[config.mk]
export PLATFORM = sky130hd
export DESIGN_NAME = div_seq_ctrl
export DESIGN_NICKNAME = d
export VERILOG_FILES = /design/src/rtl/div_pkg.sv /design/src/rtl/div_step.sv /design/src/rtl/div_seq_ctrl.sv
export SDC_FILE = /design/constraint.sdc
export NUM_CORES = 1
export LEC_CHECK = 0
export BUFFER_PORTS_ARGS = -buffer_cell sky130_fd_sc_hd__buf_2
export CAP_MARGIN = 25
export CORE_MARGIN = 10
export CORE_UTILIZATION = 30
export DETAILED_ROUTE_END_ITERATION = 10
export HOLD_SLACK_MARGIN = 0.12
export SYNTH_ARGS = -nofsm -noshare
export SYNTH_HDL_FRONTEND = slang
export SYNTH_SLANG_ARGS = --single-unit
[constraint.sdc]
create_clock -name clk -period 1.82 [get_ports clk]
set_input_delay 0 -clock clk [delete_from_list [all_inputs] [get_ports clk]]
set_output_delay 0 -clock clk [all_outputs]
set_load 0.02 [all_outputs]
[src/rtl/div_pkg.sv]
// Shared constants for the sequential restoring divider: FSM encoding,
// default operand width and the quotient reported on divide-by-zero.
package div_pkg;

    localparam int DEF_W = 4;

    localparam logic [1:0] S_IDLE = 2'd0;
    localparam logic [1:0] S_LOAD = 2'd1;
    localparam logic [1:0] S_CALC = 2'd2;
    localparam logic [1:0] S_DONE = 2'd3;

    // Sliced down to the operand width by the user, so any W up to 32 reads all ones.
    localparam logic [31:0] DZ_QUOT = 32'hFFFF_FFFF;

endpackage

[src/rtl/div_step.sv]
// One restoring shift/subtract iteration: shift next dividend bit into R, trial-subtract D.
// Latency: combinational, zero cycles.
// Backpressure: none, pure function of its inputs.
module div_step #(
    parameter int W = 4
) (
    input  logic [W:0]   r,
    input  logic [W-1:0] q,
    input  logic [W-1:0] d,
    output logic [W:0]   r_nxt,
    output logic [W-1:0] q_nxt
);

    logic [W:0] t;
    logic [W:0] d_ext;
    logic       ge;
    // A restored partial remainder is always below D, so its top bit is always zero.
    logic       unused_msb;

    assign unused_msb = r[W];
    assign t          = {r[W-1:0], q[W-1]};
    assign d_ext      = {1'b0, d};
    assign ge         = (t >= d_ext);
    assign r_nxt      = ge ? (t - d_ext) : t;
    assign q_nxt      = {q[W-2:0], ge};

endmodule

[src/rtl/div_seq_ctrl.sv]
// Latches switch operands and runs a W-cycle restoring division, publishing quotient/remainder.
// Latency: LOAD plus W CALC cycles (W+2 edges counting the start edge); divide-by-zero in 2.
// Backpressure: none; start or operand changes are only honoured in IDLE/DONE, never queued.
module div_seq_ctrl
    import div_pkg::*;
#(
    parameter int W    = DEF_W,
    parameter bit AUTO = 1'b1
) (
    input  logic         clk,
    input  logic         btnres,
    input  logic         start,
    input  logic [W-1:0] dividend,
    input  logic [W-1:0] divisor,
    output logic         busy,
    output logic         done,
    output logic [W-1:0] quotient,
    output logic [W-1:0] remainder,
    output logic         dz
);

    localparam int            CW       = (W > 1) ? $clog2(W) : 1;
    localparam logic [CW-1:0] CNT_INIT = CW'(W - 1);
    localparam logic [W-1:0]  DZQ      = DZ_QUOT[W-1:0];

    logic [1:0]    state;
    logic [W-1:0]  sh_dvd;
    logic [W-1:0]  sh_dvs;
    logic [W:0]    r_q;
    logic [W-1:0]  q_q;
    logic [CW-1:0] cnt;
    logic [W:0]    r_nxt;
    logic [W-1:0]  q_nxt;
    logic          go;

    // Shadows double as the change detector for auto-restart.
    assign go   = start | (AUTO & ({dividend, divisor} != {sh_dvd, sh_dvs}));
    assign busy = (state == S_LOAD) || (state == S_CALC);
    assign done = (state == S_DONE);

    div_step #(.W(W)) u_step (
        .r     (r_q),
        .q     (q_q),
        .d     (sh_dvs),
        .r_nxt (r_nxt),
        .q_nxt (q_nxt)
    );

    always_ff @(posedge clk or negedge btnres) begin
        if (!btnres) begin
            state     <= S_IDLE;
            sh_dvd    <= '0;
            sh_dvs    <= '0;
            r_q       <= '0;
            q_q       <= '0;
            cnt       <= '0;
            quotient  <= '0;
            remainder <= '0;
            dz        <= 1'b0;
        end else begin
            case (state)
                S_IDLE, S_DONE: begin
                    if (go) begin
                        state  <= S_LOAD;
                        sh_dvd <= dividend;
                        sh_dvs <= divisor;
                        q_q    <= dividend;
                        r_q    <= '0;
                        dz     <= 1'b0;
                    end
                end
                S_LOAD: begin
                    if (sh_dvs == '0) begin
                        state     <= S_DONE;
                        dz        <= 1'b1;
                        quotient  <= DZQ;
                        remainder <= sh_dvd;
                    end else begin
                        r_q   <= '0;
                        q_q   <= sh_dvd;
                        cnt   <= CNT_INIT;
                        state <= S_CALC;
                    end
                end
                S_CALC: begin
                    r_q <= r_nxt;
                    q_q <= q_nxt;
                    if (cnt == '0) begin
                        state     <= S_DONE;
                        quotient  <= q_nxt;
                        remainder <= r_nxt[W-1:0];
                    end else begin
                        cnt <= cnt - CW'(1);
                    end
                end
                default: state <= S_IDLE;
            endcase
        end
    end

endmodule

==> results of run 1 <==
==> layout make-up <==
type | instances | area [um2] | share of cell area, %
clock inverter | 2 | 10.01 | 0.4292
multi-input combinational | 116 | 973.4 | 41.74
timing repair buffer | 51 | 377.9 | 16.20
sequential | 29 | 725.7 | 31.12
tap | 72 | 90.09 | 3.863
inverter | 22 | 82.58 | 3.541
clock buffer | 6 | 72.57 | 3.112
==> per-layer routing <==
metal  wire, um  vias to the layer above  GRT usage, %
met4         74                        0         4.115
met2       1815                       29         15.33
met5          0                        -             0
met1       1908                      615         12.55
met3        206                        8         3.221
li1           -                      700             -
==> stage by stage <==
stage          area (um2)  hold slack (ns)  total power [mW]
2_1_floorplan        1708          -0.2956             3.109
3_3_place_gp         2054          0.07949             4.052
3_5_place_dp         2054          0.08849             4.084
4_1_cts              2243           0.2282             4.702
5_1_grt              2332           0.2473             5.448
6_report             2332           0.2380             4.951
==> power by group <==
part           switching [mW]  total, mW  leakage (nW)  internal, mW
Combinational            1.64       3.23         0.685          1.60
Sequential              0.230       1.19         0.343         0.963
Clock                   0.259      0.523        0.0450         0.265
==> sequential cells by signal, summed over array words and instances (netlist names) <==
name	count
q_q	4
quotient	4
r_q	4
remainder	4
sh_dvd	4
sh_dvs	4
cnt	2
state	2
dz	1
==> cell usage in the layout, fill, tap and decap left out, types with 2 or more instances in the layout <==
| master | netlist | routed |
|---|---|---|
| nor2b_1 | 5 | 3 |
| a31oi_1 | 6 | 5 |
| buf_12 | 0 | 2 |
| inv_2 | 0 | 3 |
| clkinv_2 | 0 | 2 |
| clkbuf_8 | 0 | 5 |
| ha_1 | 8 | 5 |
| nand3_1 | 3 | 3 |
| mux2_4 | 3 | 6 |
| mux2i_1 | 5 | 4 |
| buf_4 | 1 | 19 |
| inv_1 | 22 | 19 |
| ha_4 | 0 | 3 |
| a21oi_1 | 5 | 4 |
| mux2_2 | 6 | 3 |
| o21ai_0 | 15 | 15 |
| dlygate4sd3_1 | 0 | 9 |
| nand2_1 | 17 | 17 |
| dfrtp_1 | 29 | 29 |
| buf_2 | 1 | 21 |
| nor2_1 | 11 | 11 |
| a22oi_1 | 2 | 2 |
| xor2_1 | 9 | 9 |
==> worst reg2reg max path: stages (launching register included) <==
cell and delay (ns):
dfrtp_1 0.39, inv_2 0.09, ha_4 0.21, nor2b_4 0.12, o21a_1 0.18, o22a_1 0.18, or4_4 0.44, a31oi_4 0.14
==> worst max path at each step <==
stage | startpoint | end | slack (ns)
after CTS | sh_dvs[1] | remainder[3] | -0.01
after global routing | sh_dvs[1] | remainder[3] | -0.11
after global placement | sh_dvs[2] | remainder[2] | 0.03
after detailed placement | sh_dvs[2] | remainder[3] | -0.02
final | sh_dvs[1] | remainder[3] | 0.007
after floorplan | sh_dvs[2] | remainder[0] | 0.009
==> cells in the mapped netlist (5+ instances only) <==
library cell	count	area share, %
dfrtp_1	29	43
inv_1	22	4.9
nand2_1	17	3.8
o21ai_0	15	4.4
nor2_1	11	2.4
xor2_1	9	4.7
ha_1	8	5.9
a31oi_1	6	2.2
mux2_2	6	4.0
a21oi_1	5	1.5
mux2i_1	5	3.0
nor2b_1	5	1.9
==> what timing repair did <==
action,in CTS,in global routing
buffers inserted,0,1
gates resized for setup,2,17
pin swaps,1,6
hold buffers,9,0
endpoints found under the setup margin,3,8
endpoints found under the hold margin,40,0
==> cell families after synthesis <==
logic type               count (synthesis)
flip-flops                              29
adder cells (fa/ha/maj)                  9
buffers and inverters                   27
XOR/XNOR                                 9
multiplexers                            14
AO/OA/AOI/OAI                           38
AND/OR/NAND/NOR                         46
==> flow_summary.toml, run 1 <==
[status]
status = "finished, final reports clean"

[timing]
max_freq_mhz = 551.7
hold_violations = 0
fin_worst_skew_ns = 0.003359
min_period_over_period_pct = 99.60
worstMarginPinSlew_ns = 0.6785
period_needed_ns = 1.813
rsz0062_at_grt = "true"
setup_violations = 0
fin_ws_ns = 0.007280
fin_tns_setup_ns = 0
slew_headroom_pct = 54.77
drv_slew = 0

[setup_path]
cp-start-kind = "register"
endpoint_kind = "register"
critPathTopFamily = "simple AND/OR/NAND/NOR gates"
crit_cells = 7
r2r-start = "sh_dvs[1]"
r2r_end = "remainder[3]"
worstPathRequired_ns = 2.03
cp_slowest_stage_delay_ns = 0.44
r2r_cells = 7
path_buf_inv = 1
critPathSlowestCell = "or4_4"
r2r_setup_slack_ns = 0.007
crit_chain = "inv_2 -> ha_4 -> nor2b_4 -> o21a_1 -> o22a_1 -> or4_4 -> a31oi_4"
critPathKind = "reg -> reg"
arrival_ns = 2.02
critPathMaxFanout = 2

[place]
pre_cts_ws_ns = -0.02039
gp_congestion = 0.7744
dp_cells = 280
dpl.hpwl_mm = 3.033
io_buffer_count = 21

[global_route]
antenna_found_initial = 0
grt_max_degree = 30
grt_overflow = 0
track_usage_pct = 9.943
grt_pass1_wl_mm = 7.031
grt_pass1_vias = 1417

[die]
fp-row-count = 27
ios = 22
floorplan.initialDensity_pct = 30.84
die_y_um = 95.01
core-area_um2 = 5473
die_area_um2 = 9027
dieWidth_um = 95.01

[clock_network]
cts_tree = "done"
clk_latency_ns = 0.28
clk_pin_slew_ns = 0.07
cts.sinks = 29
cts_buffers = 5
cts_root_buf = "clkbuf_8"
cts_buffer_depth = 2
h-tree-depth = 2

[synthesis]
synthSimpleGateAreaFrac_pct = 15.20
synth_top_family_by_area = "simple AND/OR/NAND/NOR gates"
synth-seq-cells = 29
syn_avg_cell_area_um2 = 9.813
seq_area_frac_synth_pct = 42.99
synth_xor_area_share_pct = 4.670
yosys.cell_types.count = 38
syn_inst = 172
mappedNetlistArea_um2 = 1688
synth_compound_area_share_pct = 14.08
synthMuxAreaShare_pct = 9.637
synth_flop_cell = "dfrtp_1"
synth.net_count = 192
synth_enable_flop_cells = 0
synth-adder-area-share_pct = 7.116
synthArstFlopShare_pct = 100.0
ys_warn_count = 0

[power_and_ir_drop]
power.leakage_nw = 1.072
power_density_nw_per_um2 = 2123
vdd_ir_drop_max_mv = 0.7996

[finish]
drive_gt1_share_pct = 34.51
final_cells = 298
antenna_cells = 0
fill_cells = 543
nets = 245
area_delta_synth_final_pct = 38.18
fin_util_pct = 42.62

[job]
maxCapViolCount = 0

[hold_path]
hold_depth = 5
worstHoldStart = "start"
hp-class = "in -> reg"
hold-path-endpoint = "q_q[2]"

[route]
drc = 0
wire_per_inst_um = 13.44
drt_iter0_markers = 49
vias = 1352
drtPass1Iterations = 4
drt-total-wl_mm = 4.004
ant_nets = 0
post_drt_via_cell_ratio = 4.537
(Power assumes the default switching activity.)
==> run 2, diff against run 1 <==
--- a/config.mk
+++ b/config.mk
@@ -8,8 +8,9 @@
 export BUFFER_PORTS_ARGS = -buffer_cell sky130_fd_sc_hd__buf_2
 export CAP_MARGIN = 25
 export CORE_MARGIN = 10
-export CORE_UTILIZATION = 30
+export CORE_UTILIZATION = 40
 export DETAILED_ROUTE_END_ITERATION = 10
+export GPL_TIMING_DRIVEN = 0
 export HOLD_SLACK_MARGIN = 0.12
 export SYNTH_ARGS = -nofsm -noshare
 export SYNTH_HDL_FRONTEND = slang
==> constraint.sdc (replaced) <==
create_clock -name clk -period 1.82 [get_ports clk]
set_input_delay 0 -clock clk [delete_from_list [all_inputs] [get_ports clk]]
set_output_delay 0 -clock clk [all_outputs]
set_load 0.1 [all_outputs]
==> flow_summary.toml, run 2 (synthesized netlist as in run 1, its figures left out) <==
[setup_path]
cp-start-kind = "register"
crit_chain = "ha_4 -> nand2_1 -> o21ai_4 -> nor2b_1 -> or4_4 -> a31oi_1"
critPathKind = "reg -> reg"
worstPathRequired_ns = 2.03
cp_slowest_stage_delay_ns = 0.51
path_buf_inv = 0
endpoint_kind = "register"
critPathMaxFanout = 4
critPathSlowestCell = "or4_4"
arrival_ns = 2.02
critPathTopFamily = "simple AND/OR/NAND/NOR gates"

[finish]
nets = 239
drive_gt1_share_pct = 36.82
antenna_cells = 0
layout_common_cells = "dfrtp_1 (26), buf_2 (21), inv_1 (16), nand2_1 (16), o21ai_0 (14)"
fin_util_pct = 55.87
final_common_cell = "dfrtp_1"
area_delta_synth_final_pct = 33.36
fill_cells = 372
final_cells = 270

[route]
ant_nets = 0
drtPass1Iterations = 4
post_drt_via_cell_ratio = 5.081
drt_iter0_markers = 78
wire_per_inst_um = 14.67
drt-total-wl_mm = 3.961
vias = 1372
drc = 0

[place]
dp_cells = 243
dpl.hpwl_mm = 2.903
gp_congestion = 0.8128
io_buffer_count = 21

[die]
fp-row-count = 23
dieWidth_um = 84.96
die_y_um = 84.96
floorplan.initialDensity_pct = 41.89
core-area_um2 = 4029
ios = 22
die_area_um2 = 7218

[clock_network]
clk_pin_slew_ns = 0.06
cts_tree = "done"
cts_buffers = 5
cts_root_buf = "clkbuf_8"
h-tree-depth = 2
clk_latency_ns = 0.28
cts.sinks = 29
cts_buffer_depth = 2

[timing]
slew_headroom_pct = 56.56
rsz0062_at_grt = "true"
worstMarginPinSlew_ns = 0.6517
hold_violations = 0
drv_slew = 0
min_period_over_period_pct = 99.48
fin_worst_skew_ns = 0.005379
max_freq_mhz = 552.3
setup_violations = 0
period_needed_ns = 1.811

[global_route]
track_usage_pct = 11.32
antenna_found_initial = 0
grt_max_degree = 30
grt_overflow = 0
grt_pass1_vias = 1426
grt_pass1_wl_mm = 6.727

[job]
maxCapViolCount = 0

[status]
status = "finished, final reports clean"

[hold_path]
hp-class = "in -> async"
[run 2: cell count changes in the layout (fill, tap and decap cells not counted), sizes merged]
cell	previous run	this run
buf	42	34
clkbuf	6	8
clkinvlp	0	2
inv	22	20
[run 2: area by class of cell]
class	count	area [um2]	area share [%]
Multi-Input combinational cell	116	968.4	43.02
Sequential cell	29	729.5	32.41
Timing Repair Buffer	41	290.3	12.90
Inverter	22	92.59	4.113
Clock buffer	6	72.57	3.224
Tap cell	50	62.56	2.779
Buffer	4	25.02	1.112
Clock inverter	2	10.01	0.4447
[run 2: routing by layer]
metal	wire, um	up-vias	global-route usage, %
li1	-	679	-
met1	1823	660	13.29
met2	1896	27	18.80
met3	178	6	3.250
met4	63	0	4.641
met5	0	-	0
[run 2: final timing paths]
path	start	to	slack (ns)	cells after the start
worst max-delay path	r_q[1]	remainder[3]	0.009	6
worst min-delay path	btnres	q_q[0]	0.29	2
worst max register to register	r_q[1]	remainder[3]	0.009	6
worst min register to register	dz	dz	0.50	1
max in group asynchronous	btnres	r_q[0]	1.07	2
min in group clk	start	sh_dvd[2]	0.29	5
[run 2: metrics by stage]
stage	TNS (ns)	hold WS [ns]	cell area, um2	worst slack [ns]
2_1_floorplan	0	-0.2956	1727	0.008523
3_3_place_gp	-1.097	0.06338	1894	-0.1710
3_5_place_dp	-1.542	0.07121	1894	-0.1934
4_1_cts	0	0.1968	2195	0.009065
5_1_grt	-0.2976	0.3157	2251	-0.07229
6_report	0	0.2854	2251	0.009476
[run 2: repair_timing]
action,4_1_cts,5_1_grt
hold endpoints to repair,40,0
hold buffers,9,0
pin swaps,3,10
gates resized for setup,11,16
gates cloned,0,0
setup endpoints to repair,15,21
buffers inserted,9,2
Power of run 2 is not shown: default switching activity piles up to over one toggle a cycle in this logic, so the estimate is an artifact.
==> run 3, diff against run 2 <==
--- a/config.mk
+++ b/config.mk
@@ -7,6 +7,7 @@
 export LEC_CHECK = 0
 export BUFFER_PORTS_ARGS = -buffer_cell sky130_fd_sc_hd__buf_2
 export CAP_MARGIN = 25
+export CORE_ASPECT_RATIO = 2
 export CORE_MARGIN = 10
 export CORE_UTILIZATION = 40
 export DETAILED_ROUTE_END_ITERATION = 10
==> flow_summary.toml, run 3 (synthesized netlist as in run 1, its figures left out) <==
[setup_path]
critPathTopFamily = "simple AND/OR/NAND/NOR gates"
r2r_setup_slack_ns = -0.02
cp-start-kind = "register"
r2r_end = "remainder[3]"
crit_cells = 6
cp_slowest_stage_delay_ns = 0.52
r2r_cells = 6
arrival_ns = 2.03
endpoint_kind = "register"
critPathMaxFanout = 4
crit_chain = "ha_4 -> nor2b_2 -> o21ai_4 -> nor2b_1 -> or4_4 -> a31oi_1"
critPathKind = "reg -> reg"
path_buf_inv = 0
r2r-start = "sh_dvs[0]"
worstPathRequired_ns = 2.02
critPathSlowestCell = "or4_4"

[timing]
slew_headroom_pct = 56.18
min_period_over_period_pct = 101.0
drv_slew = 0
worstMarginPinSlew_ns = 0.6573
fin_worst_skew_ns = 0.003734
period_needed_ns = 1.838
rsz0062_at_grt = "true"
setup_violations = 2
max_freq_mhz = 544.2
hold_violations = 0
fin_ws_ns = -0.01758

[die]
floorplan.initialDensity_pct = 41.29
ios = 22
core-area_um2 = 4088
die_area_um2 = 7375
dieWidth_um = 65.93
die_y_um = 111.9
fp-row-count = 33

[hold_path]
hp-class = "in -> async"

[finish]
nets = 245
final_common_cell = "dfrtp_1"
layout_common_cells = "dfrtp_1 (26), buf_2 (21), buf_4 (18), inv_1 (17), nand2_1 (15)"
final_cells = 278
drive_gt1_share_pct = 38.94
antenna_cells = 0
area_delta_synth_final_pct = 37.51
fin_util_pct = 56.78

[place]
dpl.hpwl_mm = 3.289
dp_cells = 245
gp_congestion = 0.8444
io_buffer_count = 21
pre_cts_ws_ns = -0.2257

[route]
wire_per_inst_um = 16.47
drt_iter0_markers = 46
ant_nets = 0
drc = 0
drt-total-wl_mm = 4.579
drtPass1Iterations = 4
vias = 1447
post_drt_via_cell_ratio = 5.205

[clock_network]
clk_pin_slew_ns = 0.06
cts.sinks = 29
clk_latency_ns = 0.28
cts_root_buf = "clkbuf_8"
cts_buffer_depth = 2
cts_tree = "done"
h-tree-depth = 2
cts_buffers = 5

[global_route]
antenna_found_initial = 0
grt_pass1_wl_mm = 7.334
track_usage_pct = 12.75
grt_pass1_vias = 1540
grt_max_degree = 30
grt_overflow = 0

[job]
maxCapViolCount = 0

[status]
violations = "setup timing"
status = "finished, violations left"
[run 3: worst max-delay path by stage]
stage	startpoint	end	slack, ns
floorplan	sh_dvs[2]	remainder[0]	0.009
global placement	sh_dvs[2]	remainder[1]	-0.16
detailed placement	sh_dvs[2]	remainder[3]	-0.23
CTS	r_q[1]	remainder[3]	-0.05
global route	q_q[3]	r_q[3]	-0.06
finish	sh_dvs[0]	remainder[3]	-0.02
[run 3: timing repair]
action / in CTS / in global routing
pin swaps: 10 / 13
setup endpoints to repair: 15 / 21
hold endpoints to repair: 38 / 0
resized for setup: 13 / 20
buffers inserted: 9 / 8
hold buffers: 9 / 0
[run 3: layout make-up]
| cell class | instances | area [um2] |
|---|---|---|
| Fill cell | 367 | 1767 |
| Multi-Input combinational cell | 116 | 996.0 |
| Sequential cell | 29 | 729.5 |
| Timing Repair Buffer | 47 | 335.3 |
| Inverter | 22 | 90.09 |
| Clock buffer | 8 | 80.08 |
| Tap cell | 52 | 65.06 |
| Buffer | 4 | 25.02 |
[run 3: worst register-to-register path: stages (launching register included)]
cell and delay, ns:
dfrtp_2 0.44, ha_4 0.19, nor2b_2 0.17, o21ai_4 0.20, nor2b_1 0.08, or4_4 0.52, a31oi_1 0.15
[run 3: metal layers]
metal	vias up	GRT usage, %	routed length, um
li1	692	-	-
met1	717	10.84	1555
met2	24	25.36	2721
met3	14	3.313	149
met4	0	5.626	152
met5	-	0	0
[run 3: through the flow]
step / cell area [um2] / hold WS, ns / TNS [ns]
final: 2321 / 0.2857 / -0.02559
after CTS: 2200 / 0.2151 / -0.07888
after global placement: 1897 / 0.05902 / -1.134
after detailed placement: 1897 / 0.06465 / -1.745
after floorplan: 1727 / -0.2956 / 0
after global routing: 2321 / 0.3293 / -0.2618
Power of run 3 is left out for the same reason.
